<file path="config.mk">
export PLATFORM = sky130hd
export DESIGN_NAME = fp_normalize_arbiter
export DESIGN_NICKNAME = d
export VERILOG_FILES = /design/src/rtl/fp_normalize_arbiter.sv
export SDC_FILE = /design/constraint.sdc
export NUM_CORES = 1
export LEC_CHECK = 0
export BUFFER_PORTS_ARGS = -buffer_cell sky130_fd_sc_hd__clkbuf_2
export CAP_MARGIN = 20
export CELL_PAD_IN_SITES_DETAIL_PLACEMENT = 0
export CELL_PAD_IN_SITES_GLOBAL_PLACEMENT = 1
export CORE_AREA = 2 2 120 122
export DETAILED_ROUTE_END_ITERATION = 10
export DIE_AREA = 0 0 122 124
export PLACE_DENSITY = 0.87
export SYNTH_ARGS = -nofsm -noshare
export SYNTH_HDL_FRONTEND = slang
export SYNTH_SLANG_ARGS = --single-unit
</file>
<file path="constraint.sdc">
create_clock -name aClock -period 12.5 [get_ports aClock]
set_input_delay 2.5 -clock aClock [delete_from_list [all_inputs] [get_ports aClock]]
set_output_delay 2.5 -clock aClock [all_outputs]
set_load 0.01 [all_outputs]
</file>
<file path="src/rtl/fp_normalize_arbiter.sv">
// Round-robin arbiter feeding a shared leading-zero-detect and left-shift normalizer.
// Latency: 2 cycles from request transfer to result (S1 register, then S2 register).
// Backpressure: S2 holds while aOutReady is low, S1 holds behind it, and grants stop once both are full.
module fp_normalize_arbiter #(
  parameter int WIDTH     = 32,
  parameter int EXP_WIDTH = 8,
  parameter int NUM_REQ   = 2,
  parameter int TAG_WIDTH = $clog2(NUM_REQ)
) (
  input  logic                          aClock,
  input  logic                          aReset,
  input  logic [NUM_REQ-1:0]            aReqValid,
  input  logic [NUM_REQ*WIDTH-1:0]      aReqMantissa,
  input  logic [NUM_REQ*EXP_WIDTH-1:0]  aReqExponent,
  output logic [NUM_REQ-1:0]            anReqReady,
  output logic                          anOutValid,
  input  logic                          aOutReady,
  output logic [WIDTH-1:0]              anOutMantissa,
  output logic [EXP_WIDTH-1:0]          anOutExponent,
  output logic                          anOutZero,
  output logic [TAG_WIDTH-1:0]          anOutTag
);

  // lzc spans 0..WIDTH, so it needs one bit more than log2(WIDTH)
  localparam int LZW = $clog2(WIDTH) + 1;
  localparam int CW  = (LZW > EXP_WIDTH) ? LZW : EXP_WIDTH;

  logic [TAG_WIDTH-1:0] rr_q, rr_d;
  logic                 s1_vld_q, s1_vld_d;
  logic [WIDTH-1:0]     s1_mant_q, s1_mant_d;
  logic [EXP_WIDTH-1:0] s1_exp_q, s1_exp_d;
  logic [TAG_WIDTH-1:0] s1_tag_q, s1_tag_d;
  logic                 s2_vld_q, s2_vld_d;
  logic [WIDTH-1:0]     s2_mant_q, s2_mant_d;
  logic [EXP_WIDTH-1:0] s2_exp_q, s2_exp_d;
  logic                 s2_zero_q, s2_zero_d;
  logic [TAG_WIDTH-1:0] s2_tag_q, s2_tag_d;

  logic [NUM_REQ-1:0]   grant;
  logic [TAG_WIDTH-1:0] grant_idx;
  logic                 grant_any;
  logic                 s1_can_load;
  logic                 s1_load;
  logic                 s2_load;
  logic [LZW-1:0]       lzc;
  logic [LZW-1:0]       shift_amt;
  logic [WIDTH-1:0]     norm_mant;
  logic [EXP_WIDTH-1:0] norm_exp;
  logic                 norm_zero;

  // Round-robin search: first valid requester starting at rr and wrapping
  always_comb begin
    int idx;
    grant     = '0;
    grant_idx = '0;
    grant_any = 1'b0;
    idx       = 0;
    for (int k = 0; k < NUM_REQ; k++) begin
      idx = int'(rr_q) + k;
      if (idx >= NUM_REQ) idx = idx - NUM_REQ;
      for (int i = 0; i < NUM_REQ; i++) begin
        if (!grant_any && (i == idx) && aReqValid[i]) begin
          grant[i]  = 1'b1;
          grant_idx = TAG_WIDTH'(i);
          grant_any = 1'b1;
        end
      end
    end
  end

  // Pipeline advance: S2 drains on consumer ready, S1 moves into an empty or draining S2
  always_comb begin
    s2_load     = s1_vld_q & (~s2_vld_q | aOutReady);
    s1_can_load = (~s1_vld_q | s2_load) & ~aReset;
    s1_load     = grant_any & s1_can_load;
    anReqReady  = s1_can_load ? grant : '0;
  end

  // Leading-zero count of the S1 mantissa; all-zero input gives WIDTH
  always_comb begin
    logic lz_found;
    lzc      = LZW'(WIDTH);
    lz_found = 1'b0;
    for (int b = WIDTH - 1; b >= 0; b--) begin
      if (!lz_found && s1_mant_q[b]) begin
        lzc      = LZW'(WIDTH - 1 - b);
        lz_found = 1'b1;
      end
    end
  end

  // Normalize: shift by lzc unless that would push the exponent below zero, then clamp at zero
  always_comb begin
    shift_amt = '0;
    norm_exp  = '0;
    norm_zero = 1'b0;
    if (lzc == LZW'(WIDTH)) begin
      norm_zero = 1'b1;
    end else if (CW'(lzc) < CW'(s1_exp_q)) begin
      shift_amt = lzc;
      norm_exp  = s1_exp_q - EXP_WIDTH'(lzc);
    end else begin
      // exponent <= lzc <= WIDTH-1 here, so it fits the shift width
      shift_amt = LZW'(s1_exp_q);
    end
    norm_mant = norm_zero ? '0 : (s1_mant_q << shift_amt);
  end

  // Next-state for arbitration pointer and both pipeline stages
  always_comb begin
    rr_d      = rr_q;
    s1_mant_d = s1_mant_q;
    s1_exp_d  = s1_exp_q;
    s1_tag_d  = s1_tag_q;
    s2_mant_d = s2_mant_q;
    s2_exp_d  = s2_exp_q;
    s2_zero_d = s2_zero_q;
    s2_tag_d  = s2_tag_q;
    if (s1_load) begin
      rr_d     = (grant_idx == TAG_WIDTH'(NUM_REQ - 1)) ? '0 : grant_idx + TAG_WIDTH'(1);
      s1_tag_d = grant_idx;
      for (int i = 0; i < NUM_REQ; i++) begin
        if (grant[i]) begin
          s1_mant_d = aReqMantissa[i*WIDTH +: WIDTH];
          s1_exp_d  = aReqExponent[i*EXP_WIDTH +: EXP_WIDTH];
        end
      end
    end
    if (s2_load) begin
      s2_mant_d = norm_mant;
      s2_exp_d  = norm_exp;
      s2_zero_d = norm_zero;
      s2_tag_d  = s1_tag_q;
    end
    s1_vld_d = s1_load | (s1_vld_q & ~s2_load);
    s2_vld_d = s2_load | (s2_vld_q & ~aOutReady);
  end

  // State registers; reset drops anything in flight
  always_ff @(posedge aClock) begin
    if (aReset) begin
      rr_q      <= '0;
      s1_vld_q  <= 1'b0;
      s1_mant_q <= '0;
      s1_exp_q  <= '0;
      s1_tag_q  <= '0;
      s2_vld_q  <= 1'b0;
      s2_mant_q <= '0;
      s2_exp_q  <= '0;
      s2_zero_q <= 1'b0;
      s2_tag_q  <= '0;
    end else begin
      rr_q      <= rr_d;
      s1_vld_q  <= s1_vld_d;
      s1_mant_q <= s1_mant_d;
      s1_exp_q  <= s1_exp_d;
      s1_tag_q  <= s1_tag_d;
      s2_vld_q  <= s2_vld_d;
      s2_mant_q <= s2_mant_d;
      s2_exp_q  <= s2_exp_d;
      s2_zero_q <= s2_zero_d;
      s2_tag_q  <= s2_tag_d;
    end
  end

  assign anOutValid    = s2_vld_q;
  assign anOutMantissa = s2_mant_q;
  assign anOutExponent = s2_exp_q;
  assign anOutZero     = s2_zero_q;
  assign anOutTag      = s2_tag_q;

endmodule

</file>
Yosys cells after proc, flatten, opt, wreduce, memory -nomap -nowiden
Cells that the tools add are included.

Add/subtract/negate cells: 5. Muxes and demuxes: 86. Reduce and logical (&&, ||, !) cells: 76. $lt $le $gt $ge: 3. Bitwise operators: 14. Shift operators: 1. Equal/unequal tests: 3.

Operators by type and width (count): $mux 6 (34); $mux 32 (5); $eq 2x32->1 const A (2); $logic_not 32->1 (2); $mux 1 (42); $logic_and 1x1->1 (38); $logic_not 1->1 (34); $mux 8 (4); $shl 32x6->32 (1); $lt 6x8->1 (1); $sub 8x6->8 (1); $eq 6x6->1 const B (1); $and 1x1->1 (5); $not 1->1 (5); $or 1x1->1 (4); $sub 1x2->3 const B (1); $sub 2x2->3 const B (1); $add 1x1->2 const B (1); $ge 1x2->1 const B (1); $ge 2x2->1 const B (1); $mux 2 (1); $reduce_and 2->1 (1); $reduce_bool 2->1 (1); $add 1x1->1 const B (1).

Bits of input ports: 85. Register bits: 86.

Logic depth before layout (Yosys ltp)
Word-level depth: 99. Mapped depth: 21.

Least setup slack after synthesis
No wires, ideal clock.

Path kind: input to output. Start point: input port aReqValid[0]. End point: output port anReqReady[1]. Stages on the path: 4. Slack: 6548 ps. Arrival: 3452 ps. Path buffers: 1. Cells stage by stage: inv_1 o21ai_1 clkbuf_1 nor2_1.

Word-level cells in the longest chain between the ends: 15.

Ends and longest elaborated chain: start, declared (line 12) `input logic [NUM_REQ-1:0] aReqValid,`; $logic_and 1x1->1 (line 62) `if (!grant_any && (i == idx) && aReqValid[i]) begin`; $mux 1 (line 62); $logic_not 1->1 (line 62); $logic_and 1x1->1 (2 in a row) (line 62); $mux 1 (line 62); $logic_not 1->1 (line 62); $logic_and 1x1->1 (2 in a row) (line 62); $mux 1 (line 62); $logic_not 1->1 (line 62); $logic_and 1x1->1 (2 in a row) (line 62); $mux 1 (*) (line 62); $mux 2 (*) (line 76) `anReqReady = s1_can_load ? grant : '0;`; end, declared (line 15) `output logic [NUM_REQ-1:0] anReqReady,`.

Every way passes the cells marked *; elsewhere a longest branch is shown, timed or not.

Worst setup path after layout
Start point: input port aReset. End point: output port anReqReady[1].

Word-level cells in the longest chain between the ends: 3.

Ends and longest elaborated chain: start, declared (line 11) `input logic aReset,`; $not 1->1 (line 74) `s1_can_load = (~s1_vld_q | s2_load) & ~aReset;`; $and 1x1->1 (line 74); $mux 2 (line 76).

Every way passes these cells.

==> results.yml <==
pwr:
  leakage_nw: 3.00
  peakVddDrop_mv: 0.0778
  powerDensity_mw_per_mm2: 162
clock_tree:
  cts_tree: "yes"
  cts.repair.resized: 0
  clockBufferDepth: 2
  clk_pin_slew_ns: 0.06
  cts_num_sinks: 86
  postCtsHoldBufs: 0
  clock_latency_ns: 0.35
  cts_root_buf: "clkbuf_16"
  htreeDepth: 3
  cts_buffers: 9
  post_cts_buffers: 0
timing:
  finalClockSkew_ns: 0.00817
  rsz0062_at_grt: "no"
  final_hold_viol_count: 0
  period_share: 0.501
  finalMaxSlewViolations: 0
  min_period_ns: 6.26
  slew_headroom: 0.368
  fmax_ghz: 0.160
  worst_pin_slew_ns: 0.941
  tns_ns: 0
  setup_viol: 0
floorplanning:
  num_rows: 43
  die_w_um: 122
  initial_utilization: 0.427
  top_level_ports: 130
  die_height_um: 124
  die_area_mm2: 0.0151
  coreArea_mm2: 0.0137
synthesis:
  ys_seq_elements: 86
  synth_top_family_by_area: "compound AO/OA/AOI/OAI gates"
  synth_nets: 833
  avgSynthCellArea_um2: 7.91
  synth_edf_count: 0
  netlist_instances: 741
  yosys.cell_types.count: 67
  synth-xor-area-share: 0.00896
  synth.yosys.seq_area_share: 0.294
  synth_compound_area_frac: 0.293
  synthAdderAreaFrac: 0.0162
  ys_warn_count: 0
  syn_area_mm2: 0.00586
  async_reset_ff_frac: 0
  synth_top_cell_by_area: "dfxtp_1"
  synth.area.mux_share: 0.147
  synthTopCellsByArea: "dfxtp_1 29%, mux2i_1 14%, a211oi_1 6.7%"
  yosys.area.top_type_share: 0.294
  synth_ff_type: "dfxtp_1"
  synthSimpleGateAreaFrac: 0.193
grt:
  grt_pass1_vias: 5702
  grt_max_degree: 83
  antenna_found_initial: 0
  grt_pass1_wl_mm: 29.8
  track_usage: 0.254
  overflow: 0
routing:
  wl_mm: 19.3
  drt_iter0_markers: 566
  routedWlPerCell_um: 18.9
  route.detailed.drc: 0
  dr.pass1.iters: 5
  drt-vias-per-instance: 6.15
  final_antenna_net_count: 0
  num_vias: 6284
setup_path:
  worst_ep_arrival_time_ns: 3.76
  cp-start-kind: "primary input"
  crit_required_ns: 10.00
  critPathMaxFanout: 76
  critical_path_class: "in -> out"
  end_kind: "output port"
layout:
  mostFrequentLayoutCells: "129 x clkbuf_2, 100 x nor2_1, 86 x dfxtp_1"
  fin_cells: 1021
  drive_gt1_frac: 0.201
  multi_input_area_mm2: 0.00388
  final_area_mm2: 0.00691
  fin_nets: 928
  n_antenna_cell: 0
  fillers: 1340
  area_delta_synth_final_pct: 17.8
  seqCellArea_mm2: 0.00172
  final_common_cell: "clkbuf_2"
place:
  gp_congestion: 0.915
  placed_cells: 1005
  dpl.hpwl_mm: 14.4
  dpl_cell_area_mm2: 0.00662
  port_buffers: 129
min_path:
  worstHoldPathType: "reg -> reg"
job:
  drv_cap: 0
run_status:
  status: "finished, final reports clean"
logic make-up after synthesis:
kind of cell / Yosys count
compound gates: 240
flops: 86
buf+inv: 70
simple gates: 246
mux: 86
xor+xnor: 6
fa+ha+maj: 7
final cells by class:
type	instances	share of cell area
flip-flops and latches	86	0.249
well taps	180	0.0326
multi-input cells	585	0.562
repair buffers	142	0.108
clock buffers	11	0.0337
inverters	12	0.00652
clock inverters	5	0.00851
cell usage after synthesis (all sizes together), types with 3 or more instances:
master,number
nor2,101
dfxtp,86
mux2i,83
nand2,60
a211oi,52
clkbuf,42
a21oi,41
a22oi,30
o21ai,28
nand3,17
buf,16
nor3,15
nor4,12
inv,11
nor2b,10
a211o,8
o211ai,8
nand4,7
o31ai,7
a21o,6
ha,6
nand2b,6
a221o,5
a311oi,5
a31oi,5
o2111ai,5
o22ai,5
or4,5
xor2,5
a32oi,4
a221oi,3
a2bb2oi,3
a32o,3
and2,3
mux2,3
o21a,3
o221ai,3
or3,3
path summary, 6_finish.rpt:
kind                                  start                              to  slack [ns]  cells past startpoint
min          anOutMantissa[24]$_SDFFE_PP0P_  anOutMantissa[24]$_SDFFE_PP0P_        0.47                      1
min reg2reg  anOutMantissa[24]$_SDFFE_PP0P_  anOutMantissa[24]$_SDFFE_PP0P_        0.47                      1
max                                  aReset                   anReqReady[1]        6.24                      5
max reg2reg      s1_mant_q[16]$_SDFFE_PP0P_  anOutMantissa[27]$_SDFFE_PP0P_        6.27                     15
state kept, by name, summed over array words and instances (netlist names), 8 cells and up:
register / count
anOutExponent: 8
anOutMantissa: 32
s1_exp_q: 8
s1_mant_q: 32
per-layer routing:
metal  track usage  up-vias  wire, µm
li1              -     3010         -
met1         0.340     2940      8930
met2         0.397      280      8500
met3        0.0357       54      1030
met4         0.135        0       794
met5             0        -         0
worst max-delay path, cell delays in order:
cell and delay, ns:
clkbuf_2 0.07, buf_4 0.61, nand2b_1 0.31, nor2_1 0.09, clkbuf_2 0.16
per-stage QoR:
step / total power [mW] / util / setup WS [ns] / hold WS, ns
after floorplan: 0.694 / - / 6.55 / 0.464
after global placement: 0.835 / 0.482 / 6.26 / 0.447
after detailed placement: 0.842 / 0.482 / 6.23 / 0.462
after CTS: 1.11 / 0.503 / 6.23 / 0.476
after global routing: 1.17 / 0.503 / 5.98 / 0.491
final: 1.12 / 0.503 / 6.24 / 0.470
report_power, final:
part | internal [mW] | total (mW) | switching, mW | leakage (nW)
clock network | 0.155 | 0.271 | 0.115 | 0.136
registers | 0.306 | 0.342 | 0.0360 | 0.706
logic | 0.186 | 0.505 | 0.319 | 2.16
total | 0.647 | 1.12 | 0.471 | 3.00
(Power assumes the default switching activity.)
